===== src/rtl/ecc32_pkg.sv =====
// ecc32_pkg: shared constants and types for the 32-bit check-bit encoder.
//   CHK_MASK   - even-parity masks, one per check bit
//   codeword_t - packed {chk, data}; bit n < 32 is data[n], bit 32+k is chk[k]
//   INJ_LIMIT  - first injection position that is ignored
package ecc32_pkg;

    localparam int unsigned DATA_W    = 32;
    localparam int unsigned CHK_W     = 8;
    localparam int unsigned INJ_LIMIT = 40;

    localparam logic [DATA_W-1:0] CHK_MASK [CHK_W] = '{
        32'h00FF1111, 32'hFF002222, 32'h0F0F4444, 32'hF0F08888,
        32'h111100FF, 32'h2222FF00, 32'h44440F0F, 32'h8888F0F0
    };

    typedef struct packed {
        logic [CHK_W-1:0]  chk;
        logic [DATA_W-1:0] data;
    } codeword_t;

endpackage


===== src/rtl/ecc32_parity.sv =====
// ecc32_parity: purely combinational 32 -> 8 check-bit generator.
//   data_i [31:0]  data word
//   chk_o  [7:0]   chk[i] = even parity of (data & CHK_MASK[i])
module ecc32_parity
    import ecc32_pkg::*;
(
    input  logic [DATA_W-1:0] data_i,
    output logic [CHK_W-1:0]  chk_o
);

    always_comb begin
        chk_o = '0;
        for (int unsigned i = 0; i < CHK_W; i++) begin
            chk_o[i] = ^(data_i & CHK_MASK[i]);
        end
    end

endmodule


===== src/rtl/ecc32_encoder.sv =====
// ecc32_encoder: write-side ECC encoder, 2-stage valid/ready pipeline.
//   Gclk, Grst             clock, asynchronous active-high reset
//   in_valid/in_ready      input handshake, in_data [31:0]
//   out_valid/out_ready    output handshake, out_data [31:0], out_chk [7:0]
//   inj_valid, inj_pos     arm a single-bit flip (pos 0-31 data, 32-39 chk)
//   inj_armed              flip pending
//   word_cnt [CNT_W-1:0]   completed output handshakes, wrapping
module ecc32_encoder
    import ecc32_pkg::*;
#(
    parameter int unsigned CNT_W = 16
) (
    input  logic             Gclk,
    input  logic             Grst,
    input  logic             in_valid,
    output logic             in_ready,
    input  logic [31:0]      in_data,
    output logic             out_valid,
    input  logic             out_ready,
    output logic [31:0]      out_data,
    output logic [7:0]       out_chk,
    input  logic             inj_valid,
    input  logic [5:0]       inj_pos,
    output logic             inj_armed,
    output logic [CNT_W-1:0] word_cnt
);

    logic              s1_v_q, s1_v_d;
    logic [DATA_W-1:0] s1_data_q, s1_data_d;
    logic              s2_v_q, s2_v_d;
    codeword_t         s2_q, s2_d;
    logic              inj_armed_q, inj_armed_d;
    logic [5:0]        inj_pos_q, inj_pos_d;
    logic [CNT_W-1:0]  cnt_q, cnt_d;

    logic              s1_take, s2_take, s1_move, inj_req;
    logic [CHK_W-1:0]  clean_chk;
    codeword_t         clean_cw, flip_mask;

    // Check bits always come from the unflipped S1 data.
    ecc32_parity u_parity (
        .data_i (s1_data_q),
        .chk_o  (clean_chk)
    );

    always_comb begin
        s2_take   = !s2_v_q || out_ready;
        s1_take   = !s1_v_q || s2_take;
        s1_move   = s1_v_q && s2_take;
        inj_req   = inj_valid && (32'(inj_pos) < INJ_LIMIT);
        clean_cw  = {clean_chk, s1_data_q};
        flip_mask = '0;
        if (inj_armed_q) begin
            flip_mask = codeword_t'(40'd1 << inj_pos_q);
        end

        s1_v_d      = s1_v_q;
        s1_data_d   = s1_data_q;
        s2_v_d      = s2_v_q;
        s2_d        = s2_q;
        inj_armed_d = inj_armed_q;
        inj_pos_d   = inj_pos_q;
        cnt_d       = cnt_q;

        if (s1_take) begin
            s1_v_d = in_valid;
            if (in_valid) begin
                s1_data_d = in_data;
            end
        end

        if (s2_take) begin
            s2_v_d = s1_v_q;
            if (s1_v_q) begin
                s2_d = clean_cw ^ flip_mask;
            end
        end

        // A new request wins over the clear: the word moving this cycle
        // uses the old position, the new one waits for the next word.
        if (inj_req) begin
            inj_armed_d = 1'b1;
            inj_pos_d   = inj_pos;
        end else if (s1_move) begin
            inj_armed_d = 1'b0;
        end

        if (s2_v_q && out_ready) begin
            cnt_d = cnt_q + CNT_W'(1);
        end
    end

    always_ff @(posedge Gclk or posedge Grst) begin
        if (Grst) begin
            s1_v_q      <= 1'b0;
            s1_data_q   <= '0;
            s2_v_q      <= 1'b0;
            s2_q        <= '0;
            inj_armed_q <= 1'b0;
            inj_pos_q   <= '0;
            cnt_q       <= '0;
        end else begin
            s1_v_q      <= s1_v_d;
            s1_data_q   <= s1_data_d;
            s2_v_q      <= s2_v_d;
            s2_q        <= s2_d;
            inj_armed_q <= inj_armed_d;
            inj_pos_q   <= inj_pos_d;
            cnt_q       <= cnt_d;
        end
    end

    assign in_ready  = s1_take;
    assign out_valid = s2_v_q;
    assign out_data  = s2_q.data;
    assign out_chk   = s2_q.chk;
    assign inj_armed = inj_armed_q;
    assign word_cnt  = cnt_q;

endmodule


===== config.mk =====
export PLATFORM = sky130hd
export DESIGN_NAME = ecc32_encoder
export DESIGN_NICKNAME = d
export VERILOG_FILES = /design/src/rtl/ecc32_pkg.sv /design/src/rtl/ecc32_parity.sv /design/src/rtl/ecc32_encoder.sv
export SDC_FILE = /design/constraint.sdc
export NUM_CORES = 1
export LEC_CHECK = 0
export ABC_AREA = 1
export CORE_UTILIZATION = 35
export CTS_BUF_LIST = sky130_fd_sc_hd__clkbuf_8
export DETAILED_ROUTE_END_ITERATION = 8
export PLACE_DENSITY_LB_ADDON = 0.3
export SKIP_LAST_GASP = 1
export SYNTH_ARGS = -nofsm -noshare
export SYNTH_HDL_FRONTEND = slang
export SYNTH_HIERARCHICAL = 1
export SYNTH_SLANG_ARGS = --single-unit

===== constraint.sdc =====
create_clock -name Gclk -period 3.2 [get_ports Gclk]
set_input_delay 0.32 -clock Gclk [delete_from_list [all_inputs] [get_ports Gclk]]
set_output_delay 0.32 -clock Gclk [all_outputs]
set_load 0.05 [all_outputs]

==> reports/metrics.yaml <==
clockBufferDepth: 2
reg2reg_from: "inj_pos_q[4]"
ys.flop_type: "dfrtp_1"
fin_crit_sh_pct: 70.8
ys_types: 25
syn_area_mm2: 0.00600
reg2reg_depth: 6
fin_crit_ns: 2.26
grtUsageTotal_pct: 19.6
place_hpwl_um: 12000
tritoncts: "done"
grtUsageMet1_pct: 25.6
final-setup-viol-count: 0
wl_um: 16500
rsz0062_at_grt: "false"
htreeDepth: 3
finalInstanceArea_mm2: 0.00733
fin_tns_setup_ns: 0
vias: 5725
hold_path.class: "in2async"
syn_area_per_cell_um2: 6.74
die_area_mm2: 0.0177
viasPerCell: 4.76
top_usage_layer: "met2"
cts_hold_buffers: 0
synth_top_area_cell: "dfrtp_1"
cp-start-kind: "input pin"
overflow: 0
tightest_slew_ns: 0.728
synth_edf_count: 0
fp.dieW_um: 133
path_clk_slew_ns: 0.09
layout-drive-gt1-share_pct: 7.03
die-height_um: 133
grt_pass1_vias: 5156
drt-pass1-iter-count: 5
synth_async_sr_flop_share_pct: 100
max_cap_violations: 0
fin_skew_ns: 0.0143
drc_errors: 0
timing.hold.ws_ns: 0.442
met3_usage_pct: 4.21
crit_start: "out_ready"
worstSetupEndpoint: "in_ready"
postCtsSetupBuffers: 0
critPathRequiredTime_ns: 2.88
power.density_mw_per_mm2: 714
gr-usage-met2_pct: 32.4
ys_ff_latch: 97
ant_nets: 0
grt_start_max_net_pins: 98
yosysTopAreaCellShare_pct: 40.4
ys_top_cells_by_area: "dfrtp_1 (40%), nand2_1 (24%), nand3_1 (9.6%), inv_1 (4.6%), nor2_1 (3.4%)"
r2r_end: "out_data[11]"
reg2reg_setup_slack_ns: 1.18
syn_inst: 891
dpl-instance-area_mm2: 0.00716
status: "finished, final reports clean"
cts.sinks: 97
start_util_pct: 36.1
finalPower_uw: 5230
grt_pass1_wl_um: 26600
antenna_cells: 0
slew_violations: 0
antenna_found_initial: 0
crit_path_end_kind: "primary output"
wl_per_cell_um: 13.7
leakage_uw: 0.00368
arrival_ns: 1.94
gp_congestion: 0.867
syn_to_final_growth_pct: 22.1
ctsRootBufferMaster: "clkbuf_8"
synth.yosys.seq_area_share_pct: 40.4
fmax_mhz: 442
cts_buffers: 9
place_inst: 1188
port_buffers: 101
io_pins: 102
drt_iter0_drc: 338
cts.repair.resized: 0
fp-row-count: 47
fin_cells: 1202
synth_nets: 935
hold_violations: 0
core-area_mm2: 0.0166
insertion_delay_ns: 0.39
path_class: "in2out"
yosys_warnings: 6
synth_commonest_cells: "nand2_1 (380), nand3_1 (115), dfrtp_1 (97)"
cp_max_fo: 14
relSlewSlack_pct: 51.4
yosysMostFrequentCell: "nand2_1"
nets: 1023
peakVddDrop_mv: 0.458
## sequential cells by signal, summed over array words and instances (netlist names)
name / count
out_data: 32
out_chk: 8
inj_pos_q: 6
s1_data_q: 32
out_valid: 1
inj_armed: 1
s1_v_q: 1
word_cnt: 16
## worst max-delay path, stage by stage
cell and delay [ns]:
clkdlybuf4s50_1 0.51, inv_1 0.07, nand3_2 0.19, clkdlybuf4s50_1 0.85
## cells in the final DEF (no fill, tap or decap)
cell / synthesis / layout
clkinvlp_4: 0 / 1
o21ai_0: 9 / 9
buf_12: 0 / 1
a21oi_1: 27 / 27
nand3_1: 115 / 115
nand2_1: 380 / 380
nor3_2: 2 / 2
nor2_2: 9 / 9
clkinv_2: 0 / 2
nand2_2: 9 / 9
inv_4: 0 / 1
nand3b_1: 3 / 3
xnor2_1: 21 / 21
o21bai_1: 13 / 13
inv_1: 74 / 73
nand4_1: 13 / 13
inv_2: 24 / 24
nor2_4: 1 / 1
xor2_1: 6 / 6
clkdlybuf4s50_1: 0 / 101
nand3_2: 3 / 3
dfrtp_1: 97 / 97
buf_4: 6 / 2
ha_1: 1 / 1
nand2_4: 2 / 2
clkbuf_8: 0 / 11
mux2_2: 1 / 1
nor2_1: 54 / 54
## how the worst min path moves through the flow
stage	startpoint	endpoint	slack [ns]	cells past startpoint
finish	Grst	word_cnt[3]	0.44	3
global route	Grst	out_data[0]	0.50	3
CTS	Grst	out_data[0]	0.48	3
detailed placement	out_chk[0]	out_chk[0]	0.46	2
global placement	out_chk[6]	out_chk[6]	0.47	2
floorplan	in_data[0]	s1_data_q[0]	0.46	2
## metrics by stage
stage                     util, %  worst slack, ns
after CTS                    44.0            0.929
after global routing         44.0            0.856
after global placement       43.0            0.935
after floorplan                 -            0.346
final                        44.0            0.935
after detailed placement     43.0            0.935
## power breakdown
| group | internal (uW) | total (uW) | switching, uW |
|---|---|---|---|
| logic | 882 | 2640 | 1760 |
| clock network | 314 | 739 | 425 |
| registers | 1520 | 1850 | 337 |
| total | 2710 | 5230 | 2520 |
## routing by layer
layer / part of all wire, % / wire length (um) / up-vias
li1: - / - / 2955
met3: 5.0 / 825 / 19
met4: 1.4 / 234 / 0
met2: 47 / 7760 / 111
met5: 0 / 0 / -
met1: 47 / 7690 / 2640
## cell type report
class                           instances  area [um^2]
Timing Repair Buffer                  104         1050
Tap cell                              220          275
Clock inverter                          3         17.5
Multi-Input combinational cell        669         3040
Clock buffer                           11          151
Fill cell                            1725         9310
Inverter                               98          370
Sequential cell                        97         2430
## kinds of logic after synthesis
family                   synth area share [%]
AO/OA/AOI/OAI                            4.63
buffers and inverters                    8.90
flip-flops                               40.4
adder cells (fa/ha/maj)                 0.208
XOR/XNOR                                 3.94
multiplexers                            0.188
AND/OR/NAND/NOR                          41.7
No activity file was read; power rests on OpenSTA's default activity.
